$ cat config.mk
export PLATFORM = sky130hd
export DESIGN_NAME = sni_host
export DESIGN_NICKNAME = d
export VERILOG_FILES = /design/src/rtl/sni_pkg.sv /design/src/rtl/sni_rx_fifo.sv /design/src/rtl/sni_host.sv
export SDC_FILE = /design/constraint.sdc
export NUM_CORES = 1
export LEC_CHECK = 0
export ABC_CLOCK_PERIOD_IN_PS = 2850
export BUFFER_PORTS_ARGS = -buffer_cell sky130_fd_sc_hd__buf_2
export CORE_ASPECT_RATIO = 1.4
export CORE_MARGIN = 1.5
export CORE_UTILIZATION = 54
export CTS_BUF_LIST = sky130_fd_sc_hd__clkbuf_16
export DETAILED_ROUTE_END_ITERATION = 8
export GPL_TIMING_DRIVEN = 1
export PLACE_DENSITY = 0.77
export SLEW_MARGIN = 10
export SYNTH_ARGS = -nofsm -noshare
export SYNTH_HDL_FRONTEND = slang
export SYNTH_SLANG_ARGS = --single-unit
$ cat constraint.sdc
create_clock -name clk -period 2.85 [get_ports clk]
set_clock_uncertainty 0.05 [all_clocks]
set_input_delay 0.4275 -clock clk [delete_from_list [all_inputs] [get_ports clk]]
set_output_delay 0.4275 -clock clk [all_outputs]
set_load 0.005 [all_outputs]
$ cat src/rtl/sni_pkg.sv
// Shared definitions for the SNI UART command protocol.
// Used by the host-side initiator and intended for the console-side responder.
package sni_pkg;

  // Command byte values as they appear on the wire
  typedef enum logic [7:0] {
    CMD_PING    = 8'h00,
    CMD_READ    = 8'h01,
    CMD_WRITE   = 8'h02,
    CMD_WAITNMI = 8'h03
  } sni_cmd_e;

  // Completion status reported to the client with done
  typedef enum logic [1:0] {
    ST_OK            = 2'd0,
    ST_LEN_MISMATCH  = 2'd1,
    ST_ECHO_MISMATCH = 2'd2,
    ST_TIMEOUT       = 2'd3
  } sni_status_e;

  // Host transaction sequencer states
  typedef enum logic [3:0] {
    H_IDLE,
    H_TX_CMD,
    H_TX_A0,
    H_TX_A1,
    H_TX_A2,
    H_TX_LEN,
    H_TX_PING,
    H_RX_LEN,
    H_RX_DATA,
    H_TX_DATA,
    H_DONE
  } host_state_e;

  // Upper byte of every word handed to the UART transmitter
  localparam logic [7:0] SNI_TX_TAG = 8'h01;

endpackage

$ cat src/rtl/sni_rx_fifo.sv
// Register-based RX byte FIFO between the UART receiver and the host sequencer.
// A push into a full FIFO is dropped; flush empties it in one cycle.
module sni_rx_fifo #(
  parameter int FIFO_AW = 4
) (
  input  logic       clk,
  input  logic       reset_n,
  input  logic       flush,
  input  logic       push,
  input  logic [7:0] din,
  input  logic       pop,
  output logic [7:0] dout,
  output logic       empty,
  output logic       full
);

  localparam int                 DEPTH    = 1 << FIFO_AW;
  localparam logic [FIFO_AW:0]   FULL_CNT = DEPTH[FIFO_AW:0];

  logic [7:0]         mem [DEPTH];
  logic [FIFO_AW-1:0] wr_ptr;
  logic [FIFO_AW-1:0] rd_ptr;
  logic [FIFO_AW:0]   count;
  logic               push_ok;
  logic               pop_ok;

  assign full    = (count == FULL_CNT);
  assign empty   = (count == '0);
  assign push_ok = push & ~full;
  assign pop_ok  = pop & ~empty;
  assign dout    = mem[rd_ptr];

  // Storage: data only, never reset
  always_ff @(posedge clk) begin
    if (push_ok) mem[wr_ptr] <= din;
  end

  // Pointers and occupancy; pointers wrap naturally at 2^FIFO_AW
  always_ff @(posedge clk or negedge reset_n) begin
    if (!reset_n) begin
      wr_ptr <= '0;
      rd_ptr <= '0;
      count  <= '0;
    end else if (flush) begin
      wr_ptr <= '0;
      rd_ptr <= '0;
      count  <= '0;
    end else begin
      if (push_ok) wr_ptr <= wr_ptr + FIFO_AW'(1);
      if (pop_ok)  rd_ptr <= rd_ptr + FIFO_AW'(1);
      case ({push_ok, pop_ok})
        2'b10:   count <= count + (FIFO_AW + 1)'(1);
        2'b01:   count <= count - (FIFO_AW + 1)'(1);
        default: count <= count;
      endcase
    end
  end

endmodule

$ cat src/rtl/sni_host.sv
// SNI UART protocol initiator: serialises PING/READ/WRITE/WAITNMI requests
// onto the UART strobe interface and parses the responder's replies.
// Optional build macro SNI_HOST_TIMEOUT_EN adds a response timeout.
module sni_host
  import sni_pkg::*;
#(
  parameter int          FIFO_AW     = 4,
  parameter logic [23:0] TIMEOUT_CYC = 24'd12000000
) (
  input  logic        clk,
  input  logic        reset_n,
  input  logic        req_valid,
  output logic        req_ready,
  input  logic [1:0]  req_cmd,
  input  logic [23:0] req_addr,
  input  logic [7:0]  req_len,
  input  logic [7:0]  wr_data,
  input  logic        wr_valid,
  output logic        wr_ready,
  output logic [7:0]  rd_data,
  output logic        rd_valid,
  output logic        done,
  output logic [1:0]  status,
  output logic        tdata_i,
  output logic [15:0] tdata_m,
  input  logic        txint,
  input  logic        rxint,
  input  logic [15:0] rdata_m,
  output logic        rbf
);

  host_state_e state;
  sni_cmd_e    cmd_r;
  sni_status_e status_r;
  logic [23:0] addr_r;
  logic [7:0]  len_r;
  logic [7:0]  exp_len;
  logic [7:0]  cnt;
  logic        tx_busy;
  logic        txint_p0;
  logic        rxint_p0;
  logic        tx_fall;
  logic        rx_fall;
  logic        rx_state;
  logic        to_hit;
  logic        fifo_pop;
  logic        fifo_empty;
  logic        fifo_full;
  logic        fifo_flush;
  logic [7:0]  fifo_dout;
  logic [7:0]  tx_byte;
  logic        tx_go;
  logic        unused_rdata_hi;

  // Only the low byte of a received word carries data
  assign unused_rdata_hi = ^rdata_m[15:8];

  // Stage p0: edge registers on the UART busy flags
  always_ff @(posedge clk or negedge reset_n) begin
    if (!reset_n) begin
      txint_p0 <= 1'b0;
      rxint_p0 <= 1'b0;
    end else begin
      txint_p0 <= txint;
      rxint_p0 <= rxint;
    end
  end

  assign tx_fall = txint_p0 & ~txint;
  assign rx_fall = rxint_p0 & ~rxint;

  sni_rx_fifo #(.FIFO_AW(FIFO_AW)) u_rx_fifo (
    .clk    (clk),
    .reset_n(reset_n),
    .flush  (fifo_flush),
    .push   (rx_fall),
    .din    (rdata_m[7:0]),
    .pop    (fifo_pop),
    .dout   (fifo_dout),
    .empty  (fifo_empty),
    .full   (fifo_full)
  );

  assign rbf      = fifo_full;
  assign rx_state = (state == H_RX_LEN) || (state == H_RX_DATA);
  assign fifo_pop = rx_state && !fifo_empty && !to_hit;
  // Read payload is forwarded in the pop cycle only while the length matched
  assign rd_valid = (state == H_RX_DATA) && !fifo_empty && (cmd_r == CMD_READ)
                    && (status_r == ST_OK) && !to_hit;
  assign rd_data  = rd_valid ? fifo_dout : 8'h00;
  assign wr_ready = (state == H_TX_DATA) && !tx_busy && wr_valid && (cnt != 8'h00) && !to_hit;
  assign status   = status_r;

`ifdef SNI_HOST_TIMEOUT_EN
  logic [23:0] to_cnt;
  host_state_e state_p0;

  // Timeout counter: restarts on any state change or received byte
  always_ff @(posedge clk or negedge reset_n) begin
    if (!reset_n) begin
      to_cnt   <= '0;
      state_p0 <= H_IDLE;
    end else begin
      state_p0 <= state;
      if ((state != state_p0) || rx_fall) to_cnt <= '0;
      else if ((rx_state || tx_busy) && (to_cnt != TIMEOUT_CYC)) to_cnt <= to_cnt + 24'd1;
    end
  end

  assign to_hit     = (to_cnt == TIMEOUT_CYC) && (state != H_IDLE) && (state != H_DONE);
  assign fifo_flush = to_hit;
`else
  logic unused_timeout;
  assign unused_timeout = ^TIMEOUT_CYC;
  assign to_hit         = 1'b0;
  assign fifo_flush     = 1'b0;
`endif

  // Byte selection for whichever TX state is active
  always_comb begin
    tx_byte = 8'h00;
    tx_go   = 1'b0;
    case (state)
      H_TX_CMD:  begin tx_byte = cmd_r;          tx_go = !tx_busy; end
      H_TX_A0:   begin tx_byte = addr_r[7:0];    tx_go = !tx_busy; end
      H_TX_A1:   begin tx_byte = addr_r[15:8];   tx_go = !tx_busy; end
      H_TX_A2:   begin tx_byte = addr_r[23:16];  tx_go = !tx_busy; end
      H_TX_LEN:  begin tx_byte = len_r;          tx_go = !tx_busy; end
      H_TX_PING: begin tx_byte = addr_r[7:0];    tx_go = !tx_busy; end
      H_TX_DATA: begin tx_byte = wr_data;        tx_go = wr_ready; end
      default:   begin tx_byte = 8'h00;          tx_go = 1'b0;     end
    endcase
  end

  // UART transmit strobe and busy tracking; busy ends on txint falling edge
  always_ff @(posedge clk or negedge reset_n) begin
    if (!reset_n) begin
      tdata_i <= 1'b0;
      tdata_m <= 16'h0000;
      tx_busy <= 1'b0;
    end else if (to_hit) begin
      tdata_i <= 1'b0;
      tx_busy <= 1'b0;
    end else begin
      tdata_i <= tx_go;
      if (tx_go) begin
        tdata_m <= {SNI_TX_TAG, tx_byte};
        tx_busy <= 1'b1;
      end else if (tx_fall) begin
        tx_busy <= 1'b0;
      end
    end
  end

  // Transaction sequencer
  always_ff @(posedge clk or negedge reset_n) begin
    if (!reset_n) begin
      state     <= H_IDLE;
      req_ready <= 1'b0;
      done      <= 1'b0;
      status_r  <= ST_OK;
      cmd_r     <= CMD_PING;
      addr_r    <= '0;
      len_r     <= '0;
      exp_len   <= '0;
      cnt       <= '0;
    end else begin
      done <= 1'b0;
      if (to_hit) begin
        status_r <= ST_TIMEOUT;
        done     <= 1'b1;
        state    <= H_DONE;
      end else begin
        case (state)
          H_IDLE: begin
            if (req_valid && req_ready) begin
              cmd_r     <= sni_cmd_e'({6'b000000, req_cmd});
              addr_r    <= req_addr;
              len_r     <= req_len;
              status_r  <= ST_OK;
              req_ready <= 1'b0;
              state     <= H_TX_CMD;
            end else begin
              req_ready <= 1'b1;
            end
          end
          H_TX_CMD: begin
            if (!tx_busy) begin
              case (cmd_r)
                CMD_PING:            state <= H_TX_PING;
                CMD_READ, CMD_WRITE: state <= H_TX_A0;
                default: begin
                  exp_len <= 8'h00;
                  state   <= H_RX_LEN;
                end
              endcase
            end
          end
          H_TX_A0: if (!tx_busy) state <= H_TX_A1;
          H_TX_A1: if (!tx_busy) state <= H_TX_A2;
          H_TX_A2: if (!tx_busy) state <= H_TX_LEN;
          H_TX_LEN: begin
            if (!tx_busy) begin
              exp_len <= (cmd_r == CMD_READ) ? len_r : 8'h00;
              state   <= H_RX_LEN;
            end
          end
          H_TX_PING: begin
            if (!tx_busy) begin
              exp_len <= 8'h01;
              state   <= H_RX_LEN;
            end
          end
          H_RX_LEN: begin
            if (!fifo_empty) begin
              if (fifo_dout != exp_len) status_r <= ST_LEN_MISMATCH;
              cnt <= fifo_dout;
              if (fifo_dout == 8'h00) begin
                // A zero-length reply to WRITE is the go-ahead for the payload
                if ((cmd_r == CMD_WRITE) && (len_r != 8'h00)) begin
                  cnt   <= len_r;
                  state <= H_TX_DATA;
                end else begin
                  done  <= 1'b1;
                  state <= H_DONE;
                end
              end else begin
                state <= H_RX_DATA;
              end
            end
          end
          H_RX_DATA: begin
            if (!fifo_empty) begin
              if ((cmd_r == CMD_PING) && (status_r == ST_OK) && (fifo_dout != addr_r[7:0]))
                status_r <= ST_ECHO_MISMATCH;
              cnt <= cnt - 8'd1;
              if (cnt == 8'd1) begin
                done  <= 1'b1;
                state <= H_DONE;
              end
            end
          end
          H_TX_DATA: begin
            // After the last byte, finish once the UART reports it sent
            if (cnt == 8'h00) begin
              if (!tx_busy || tx_fall) begin
                done  <= 1'b1;
                state <= H_DONE;
              end
            end else if (wr_ready) begin
              cnt <= cnt - 8'd1;
            end
          end
          H_DONE: begin
            req_ready <= 1'b1;
            state     <= H_IDLE;
          end
          default: state <= H_IDLE;
        endcase
      end
    end
  end

endmodule

## Word-level counts from Yosys, hierarchy flattened

Memory sizes are Yosys's and may differ from the RTL's.
Index checks and enable logic that the tools add are counted.

- Flip-flop bits (word level): 84
- Bits in latches: 0
- Memory bits (writable): 128
- Bits in read-only memories: 0
- Input port bits: 64
- Output and inout bits: 32
- Word-level logic and storage cells: 158
- Memories: 1

Memory list:

| memory | depth | width | rd ports | clocked after Yosys merged registers in | write ports | RTL line | RTL |
|---|---|---|---|---|---|---|---|
| u_rx_fifo.mem | 16 | 8 | 1 | 0 | 1 | sni_rx_fifo.sv:20 | `logic [7:0] mem [DEPTH];` |

- Add/sub/neg operators: 5
- $mul: 0
- Div/mod/pow operators: 0
- $lt $le $gt $ge: 0
- Equal/unequal tests: 36
- Shifts and indexed selects: 0
- Multiplexer cells: 52
- Bitwise logic cells: 8
- Reduce and logical (&&, ||, !) cells: 39

Operators with widths:

| operator | count |
|---|---|
| 8-bit 2-to-1 mux | 12 |
| 4-bit 2-to-1 mux | 12 |
| 8-bit one-hot mux with 3 select lines | 2 |
| 8-bit one-hot mux with 6 select lines | 1 |
| 4-bit one-hot mux with 9 select lines | 1 |
| 2-bit != test (second input constant) | 13 |
| 8-bit zero test | 3 |
| 4-bit by 3-bit equality test with 1-bit output (second input constant) | 4 |
| 8-bit != test | 2 |
| 8-bit nonzero test | 2 |
| 4-bit equality test (second input constant) | 3 |
| 1-bit 2-to-1 mux | 12 |
| 2-bit 2-to-1 mux | 6 |
| 1-bit logical AND | 11 |
| 11-bit AND reduction | 1 |
| 2-bit by 1-bit != test with 1-bit output (second input constant) | 5 |
| 5-bit one-hot mux with 2 select lines | 1 |
| 5-bit AND reduction | 2 |
| 3-bit nonzero test | 3 |
| 4-bit by 1-bit adder with 4-bit output (second input constant) | 2 |
| 4-bit by 2-bit equality test with 1-bit output (second input constant) | 2 |
| 8-bit by 1-bit equality test with 1-bit output (second input constant) | 1 |
| 8-bit by 1-bit subtractor with 8-bit output (second input constant) | 1 |
| 2-bit one-hot mux with 3 select lines | 1 |
| 22 further kinds | 37 |

## Logic depth before layout (Yosys ltp)

Gate-level depths: netlist (run 1).

- Depth after elaboration: 7
- Depth in mapped cells: 12
- Gate-level depth less buffers: 12

## By module

Synthesis (run 1) repeated with hierarchy kept, for this count alone.

- Cell total of the unflattened synthesis: 689
- Area total of the unflattened synthesis: 9728.1 µm²

Modules (own cells, without submodules):

| module | times used | cells an instance | area each (µm²) | seq. area each (µm²) |
|---|---|---|---|---|
| sni_rx_fifo | 1 | 295 | 5763.0 | 4169.0 |
| sni_host | 1 | 394 | 3965.1 | 1776.7 |

## Worst setup path after synthesis (run 1)

Ideal clock, no wire load.

- Path type: reg-to-reg
- From: reg u_rx_fifo.count[0]
- To: reg u_rx_fifo.count[4]
- Library setup time: 123 ps
- Arrival: 2700 ps
- Data required time: 2677 ps
- Slack: -22 ps
- Stages on the path, launching flop included: 13
- Path buffers: 0
- Clock period less this slack: 2872 ps
- Path through: dfrtp_1 > nor4_1 > nand2_1 > inv_1 > nor3b_1 > inv_1 > ha_1 > fa_1 > a21o_1 > a21oi_1 > xor2_1 > nor2_1 > xnor2_1

- Elaborated cells between the ends (all ways): 14
- Classes of those cells: add/sub: 2; eq/ne: 3; mux: 1; bitwise: 4; reduce/logical: 4

RTL lines:

| element | RTL line | RTL |
|---|---|---|
| start, declared | sni_rx_fifo.sv:23 | `logic [FIFO_AW:0] count;` |
| start signal, assigned | sni_rx_fifo.sv:52 | `2'b10: count <= count + (FIFO_AW + 1)'(1);` |
| start signal, assigned | sni_rx_fifo.sv:53 | `2'b01: count <= count - (FIFO_AW + 1)'(1);` |
| start signal, assigned | sni_rx_fifo.sv:54 | `default: count <= count;` |
| 5-bit equality test * | sni_rx_fifo.sv:27 | `assign full = (count == FULL_CNT);` |
| via rbf | sni_host.sv:29 | `output logic rbf` |
| 1-bit NOT * | sni_rx_fifo.sv:29 | `assign push_ok = push & ~full;` |
| 1-bit AND * | sni_rx_fifo.sv:29 |  |
| 2-bit by 1-bit equality test with 1-bit output / 2-bit equality test (equally long branches) | sni_rx_fifo.sv:51 | `case ({push_ok, pop_ok})` |
| 5-bit one-hot mux with 2 select lines / 2-bit nonzero test (equally long branches) | - |  |

The timed path passes the listed nets; every way through them passes the cells marked *.
A chain may end at the register's enable or synchronous reset.

## Final worst setup path (run 1)

- From: reg u_rx_fifo.rd_ptr[0]
- To: out rd_data[4]

- Word-level cells in the longest chain between the ends: 2

Ends and longest elaborated chain:

| element | RTL line | RTL |
|---|---|---|
| start, declared | sni_rx_fifo.sv:22 | `logic [FIFO_AW-1:0] rd_ptr;` |
| start signal, assigned | sni_rx_fifo.sv:50 | `if (pop_ok) rd_ptr <= rd_ptr + FIFO_AW'(1);` |
| memory 16 x 8 bit | - |  |
| 8-bit 2-to-1 mux | sni_host.sv:90 | `assign rd_data = rd_valid ? fifo_dout : 8'h00;` |
| end, declared | sni_host.sv:20 | `output logic [7:0] rd_data,` |

No other way between the ends.

==> summary.txt, run 1 <==
Worst setup path
  • CP Class: register to output pin
  • Crit path max fanout: 4
  • Slowest stage delay, CP: 0.49 ns
  • Worst setup SP type: register
  • Crit path DAT: 2.46 ns
  • Slowest stage cell, crit path: mux4_2
  • Critical Path RT: 2.37 ns
  • CP endpoint kind: output pin
  • Cell Chain, Critical Path: buf_12, buf_6, mux4_2, mux2_4, mux2i_4, buf_6, nor2_2, buf_2
  • Critical path's most frequent cell: buf_6

Synth
  • Cells after Synth: 724
  • Yosys cell types: 74
  • FF+latch count, synth: 212
  • Number of flops mapped to enable cells by yosys: 128
  • Avg Cell Area, Syn: 13.6 sq um
  • Mapped cell area: 9830 sq um
  • Synth top area share: 39.1%
  • Primary FF master, synth: edfxtp_1
  • Synth top area cells: edfxtp_1 (39%), dfrtp_1 (21%), mux4_2 (5.0%)
  • Register area share after synthesis: 60.5%
  • Post-synth ARST share: 39.6%
  • Synth warn: 0
  • Post-synth top area cell: edfxtp_1

Global route
  • First-pass GRT wire length: 37.5 mm
  • Pin count of the biggest net entering global routing: 51
  • Total grt overflow: 0
  • Initial antenna violation count: 0
  • Total track usage: 26.8%
  • Vias in the first global route: 6,903

Routing
  • Initial DRC count: 561
  • Routed Antenna Nets: 0
  • Post-Route WL: 24.8 mm
  • Vias: 6,678
  • Vias per cell: 5.95
  • DR pass1 iterations: 7
  • DR WL/cell: 22.1 microns
  • Drt drc: 0

Floorplan
  • I/O pins: 96
  • Cell Rows: 58
  • Area of the die: 19,000 sq um
  • Die H: 163 microns
  • Core area: 17,900 sq um
  • Chip width: 117 microns
  • Initial core utilization: 54.9%

STA
  • Worst-Margin Slew: 1.22 ns
  • Final Setup Violations: 5
  • Hold Vio Cnt, Final: 0
  • Slew HR: 18.1%
  • Setup WS post-layout: -0.0898 ns
  • Max Freq: 340 MHz
  • Final Hold Slack: 0.0145 ns
  • RSZ-0062 raised after global routing: true
  • Max Transition Viols Final: 0
  • Final period util: 103%
  • Min Tclk post-route: 2.94 ns

Clocking
  • Clock root buffer: clkbuf_16
  • Worst-Skew Late Latency: 0.49 ns
  • Clock transition at path regs: 0.06 ns
  • Max Buffers Root-to-Sink: 3
  • TritonCTS clock tree: yes
  • Clock buffer count from CTS: 21
  • H-tree lvl count: 1
  • Clk sinks: 212

Finish
  • ANT cells: 0
  • # fillers: 1,279
  • Area delta synth->final: 20.7%
  • Final instance area: 11,900 sq um
  • Share of cells above drive strength 1: 34.4%
  • Nets: 950

Status
  • Status: finished, violations left
  • Violated checks: negative setup slack

Run
  • Max_cap viols: 0

Placed design
  • Placed inst area: 10,700 sq um
  • Hpwl dp: 16.9 mm
  • Place WS: -0.0279 ns
  • GP Congestion: 0.918
  • Port bufs: 80

Power and ir drop
  • Power per Cell Area: 1050 nW/um^2
  • Leakage Power: 4.76 nW
  • Maximum VDD drop: 0.576 mV

Worst hold path
  • Hold crit path type: input pin to register
-- critical path, delay by kind of cell (launching register included) --
kind / cells / cell delay, ns
multiplexers: 3 / 0.99
AND/OR/NAND/NOR: 1 / 0.03
buffers and inverters: 4 / 0.49
flip-flops: 1 / 0.45
-- synth_stat cells (all sizes together), types with 7 or more instances --
master and number:
a21oi 30, o22ai 9, buf 25, nand3 19, mux4 24, edfxtp 128
mux2i 30, xnor2 19, mux2 43, nand2b 9, nor4 7, a22oi 19
clkbuf 16, ha 16, inv 24, nor3 8, nor2 44, o21ai 35
xor2 8, nor2b 7, and3 7, nand2 45, dfrtp 84
-- report_power, final --
group | leakage (nW) | internal (mW) | switching (mW)
Clock | 0.295 | 1.34 | 1.13
Sequential | 2.22 | 3.81 | 0.546
Combinational | 2.24 | 2.77 | 2.92
-- cell usage in the layout, fill, tap and decap left out, types with 4 or more instances in the layout --
master	Yosys	routed
mux2_2	42	40
a21o_1	6	6
and3_1	7	5
mux4_2	22	22
buf_6	6	9
o22ai_1	9	9
clkinv_1	1	7
nand2b_1	9	8
nor2_1	44	42
or3_1	4	4
nor3_1	8	8
mux2i_4	1	5
xnor2_1	19	19
a21oi_2	3	4
dfrtp_1	84	80
conb_1	1	7
a21oi_1	27	23
edfxtp_1	128	128
ha_1	16	15
a22oi_1	18	16
nand3_1	19	19
xor2_1	8	8
inv_1	23	24
dfrtp_2	0	4
nor2b_1	7	6
clkbuf_16	0	21
buf_4	8	62
nand2_1	43	41
nand4_1	4	4
mux2i_1	29	24
buf_2	6	79
o21ai_0	31	31
buf_12	0	5
-- worst paths after layout --
kind,from,to,slack (ns),cells after the start
max,u_rx_fifo.rd_ptr[0],rd_data[4],-0.09,8
min reg2reg,tdata_m[8],tdata_m[8],0.41,1
max in group asynchronous,reset_n,addr_r[22],1.65,3
min,txint,txint_p0,0.01,1
min in group asynchronous,reset_n,rxint_p0,0.46,2
max reg2reg,u_rx_fifo.rd_ptr[0],cnt[5],-0.01,12
-- cell families after synthesis --
| kind of cell | share of synthesized area [%] |
|---|---|
| compound gates | 8.95 |
| xor+xnor | 2.41 |
| fa+ha+maj | 2.24 |
| buf+inv | 3.36 |
| flops | 60.5 |
| mux | 13.7 |
| other cells | 0.0381 |
| simple gates | 8.82 |
-- registers in the layout, summed over array words and instances (netlist names), 2 cells and up --
register          cells
cmd_r                 2
cnt                   8
addr_r               24
len_r                 8
state                 4
u_rx_fifo.mem       128
tdata_m               9
u_rx_fifo.count       5
u_rx_fifo.wr_ptr      4
exp_len               8
status                2
u_rx_fifo.rd_ptr      4
-- per-layer routing --
metal  global-route usage [%]  wire length [microns]  up-vias
met2                     50.0                  13500      291
li1                         -                      -     2993
met4                     11.9                   1080        0
met1                     29.4                   8630     3313
met5                        0                      0        -
met3                     4.06                   1610       81
-- cell type report --
cell class / instances / area, sq um / area share, %
sequential: 212 / 5950 / 50.1
multi-input combinational: 452 / 3830 / 32.2
timing repair buffer: 157 / 1090 / 9.16
clock buffer: 21 / 526 / 4.43
tap: 240 / 300 / 2.53
inverter: 25 / 93.8 / 0.791
clock inverter: 16 / 83.8 / 0.706
-- timing repair --
action                                  4_1_cts  5_1_grt
hold buffers                                  1        0
endpoints found under the hold margin        49        0
pin swaps                                     7       10
gates cloned                                  1        0
endpoints found under the setup margin       16       33
buffers inserted                             15       16
resized for setup                            35       31
-- through the flow --
step	utilization, %	instances	power, mW	TNS, ns
global route	66.2	1123	13.2	-0.819
detailed placement	59.8	1057	9.12	-0.0343
finish	66.2	1123	12.5	-0.220
CTS	65.0	1109	12.1	-0.217
floorplan	-	730	7.52	0
global placement	59.8	1057	8.94	-0.0274
Power figures use the tool's default switching activity.
==> run 2: changes to the inputs <==
--- a/config.mk
+++ b/config.mk
@@ -13,6 +13,7 @@
 export CTS_BUF_LIST = sky130_fd_sc_hd__clkbuf_16
 export DETAILED_ROUTE_END_ITERATION = 8
 export GPL_TIMING_DRIVEN = 1
+export HOLD_SLACK_MARGIN = 0.08
 export PLACE_DENSITY = 0.77
 export SLEW_MARGIN = 10
 export SYNTH_ARGS = -nofsm -noshare
==> summary.txt, run 2 (same netlist as run 1, synthesis figures left out) <==
Floorplan
  • I/O pins: 96 (unchanged)
  • Cell Rows: 58 (unchanged)
  • Chip width: 117 microns (unchanged)
  • Core area: 17,900 sq um (unchanged)
  • Die H: 163 microns (unchanged)
  • Area of the die: 19,000 sq um (unchanged)
  • Initial core utilization: 54.9% (unchanged)

Power and ir drop
  • Maximum VDD drop: 0.574 mV (-0.35%)
  • Clock power frac: 19.7% (about the same)
  • Sw frac: 36.6% (about the same)
  • Sw Pwr: 4.58 mW (-0.13%)
  • Power per Cell Area: 1050 nW/um^2 (-0.20%)
  • Gate power share: 45.5% (about the same)
  • Internal power: 7.93 mW (about the same)
  • Leakage Power: 4.77 nW (+0.18%)
  • Sequential share of power: 34.8% (about the same)

Finish
  • ANT cells: 0 (unchanged)
  • Nets: 952 (+0.21%)
  • Top Registers: u_rx_fifo.mem (128), addr_r (24), tdata_m (9)
  • Util after Layout: 66.3% (+0.11 points)
  • Most frequent cells in the layout: edfxtp_1 (128), dfrtp_1 (80), buf_2 (79)
  • Most flops, register: u_rx_fifo.mem
  • Final instance area: 11,900 sq um (+0.17%)
  • # fillers: 1,277 (-0.16%)
  • Share of cells above drive strength 1: 34.4% (-0.078 points)
  • Area delta synth->final: 20.9%
  • Most common cell after layout, fill and taps aside: edfxtp_1
  • Largest register FFs: 128 (unchanged)

Worst setup path
  • Critical Path RT: 2.37 ns (about the same)
  • Crit path DAT: 2.46 ns (about the same)
  • Critical R2R Launch: u_rx_fifo.rd_ptr[0]
  • CP Class: register to output pin
  • R2r setup slk: 0 ns (about the same)
  • Critical path launch point: u_rx_fifo.rd_ptr[0]
  • CP endpoint kind: output pin
  • Crit path max fanout: 4 (unchanged)
  • Worst setup SP type: register

Global route
  • Initial antenna violation count: 0 (unchanged)
  • First-pass GRT wire length: 37.5 mm (about the same)
  • Total grt overflow: 0 (unchanged)
  • Vias in the first global route: 6,907 (+0.058%)
  • Total track usage: 26.8% (about the same)
  • Pin count of the biggest net entering global routing: 51 (unchanged)

STA
  • Final Setup Violations: 5 (unchanged)
  • Setup WS post-layout: -0.0918 ns (-0.00206 ns)
  • Max Freq: 340 MHz (about the same)
  • Final period util: 103% (about the same)
  • Max Transition Viols Final: 0 (unchanged)
  • Slew HR: 16.9% (-1.2 points)
  • RSZ-0062 raised after global routing: true
  • Worst-Margin Slew: 1.24 ns (+0.0176 ns)
  • Hold Vio Cnt, Final: 0 (unchanged)
  • Sum Neg Setup Slack: -0.215 ns (+0.00467 ns)
  • Min Tclk post-route: 2.94 ns (+0.00206 ns)

Placed design
  • Hpwl dp: 16.9 mm (unchanged)
  • Place WS: -0.0279 ns (unchanged)
  • Port bufs: 80 (unchanged)
  • GP Congestion: 0.918 (unchanged)
  • Placed inst area: 10,700 sq um (unchanged)

Routing
  • Vias: 6,718 (+0.60%)
  • Initial DRC count: 551 (-1.8%)
  • Drt drc: 0 (unchanged)
  • Routed Antenna Nets: 0 (unchanged)
  • DR WL/cell: 22.1 microns (about the same)
  • Post-Route WL: 24.8 mm (+0.13%)
  • Vias per cell: 5.97 (+0.42%)
  • DR pass1 iterations: 5 (-2)

Clocking
  • Clock buffer count from CTS: 21 (unchanged)
  • Clock root buffer: clkbuf_16
  • TritonCTS clock tree: yes
  • Clock transition at path regs: 0.06 ns (about the same)
  • Clk sinks: 212 (unchanged)
  • H-tree lvl count: 1 (unchanged)
  • Max Buffers Root-to-Sink: 3 (unchanged)
  • Worst-Skew Late Latency: 0.49 ns (about the same)

Status
  • Status: finished, violations left
  • Violated checks: negative setup slack

Run
  • Max_cap viols: 0 (unchanged)

Worst hold path
  • Hold crit path type: input pin to register
  • Hold_sp: req_cmd[0]
run 2: layer usage:
layer	part of all wire [%]	global-route usage [%]	wire, microns
met5	0	0	0
met4	4.3	11.9	1080
met2	54	50.0	13500
met3	6.8	4.06	1690
met1	34	29.4	8560
run 2: power by group through the flow:
stage               registers, mW  logic [mW]  clock network [mW]
floorplan                    4.16        3.36                   0
global placement             4.35        4.59                   0
detailed placement           4.38        4.73                   0
CTS                          4.32        5.32                2.49
global route                 4.42        6.13                2.63
finish                       4.36        5.69                2.47
run 2: through the flow:
stage               std cells  hold WS (ns)  total power [mW]
detailed placement       1057         0.398              9.12
CTS                      1111         0.109              12.1
global route             1125         0.115              13.2
global placement         1057         0.394              8.94
finish                   1125         0.114              12.5
floorplan                 730        0.0819              7.52
run 2: cell type report:
cell class,instances,area (sq um),share of cell area (%)
clock buffers,21,526,4.42
clock inverters,16,83.8,0.705
inverters,25,93.8,0.789
multi-input cells,452,3830,32.2
flip-flops and latches,212,5950,50.1
well taps,240,300,2.53
repair buffers,159,1110,9.31
run 2: worst max-delay path: stages (launching register included):
cell and delay, ns:
dfrtp_2 0.45, buf_12 0.14, buf_6 0.10, mux4_2 0.49
mux2_4 0.32, mux2i_4 0.17, buf_6 0.13, nor2_2 0.03
buf_2 0.13
run 2: worst paths after layout:
kind	depth (start not counted)	endpoint
max	8	rd_data[4]
max reg2reg	12	cnt[5]
max in group asynchronous	3	addr_r[22]
min in group asynchronous	2	rxint_p0
min	2	cmd_r[0]
min reg2reg	1	tdata_m[8]
run 2: timing repair:
item | 4_1_cts | 5_1_grt
pin swaps | 7 | 10
gates cloned | 1 | 0
endpoints found under the setup margin | 16 | 33
resized for setup | 35 | 31
buffers inserted | 15 | 16
hold endpoints to repair | 51 | 0
hold buffers | 3 | 0
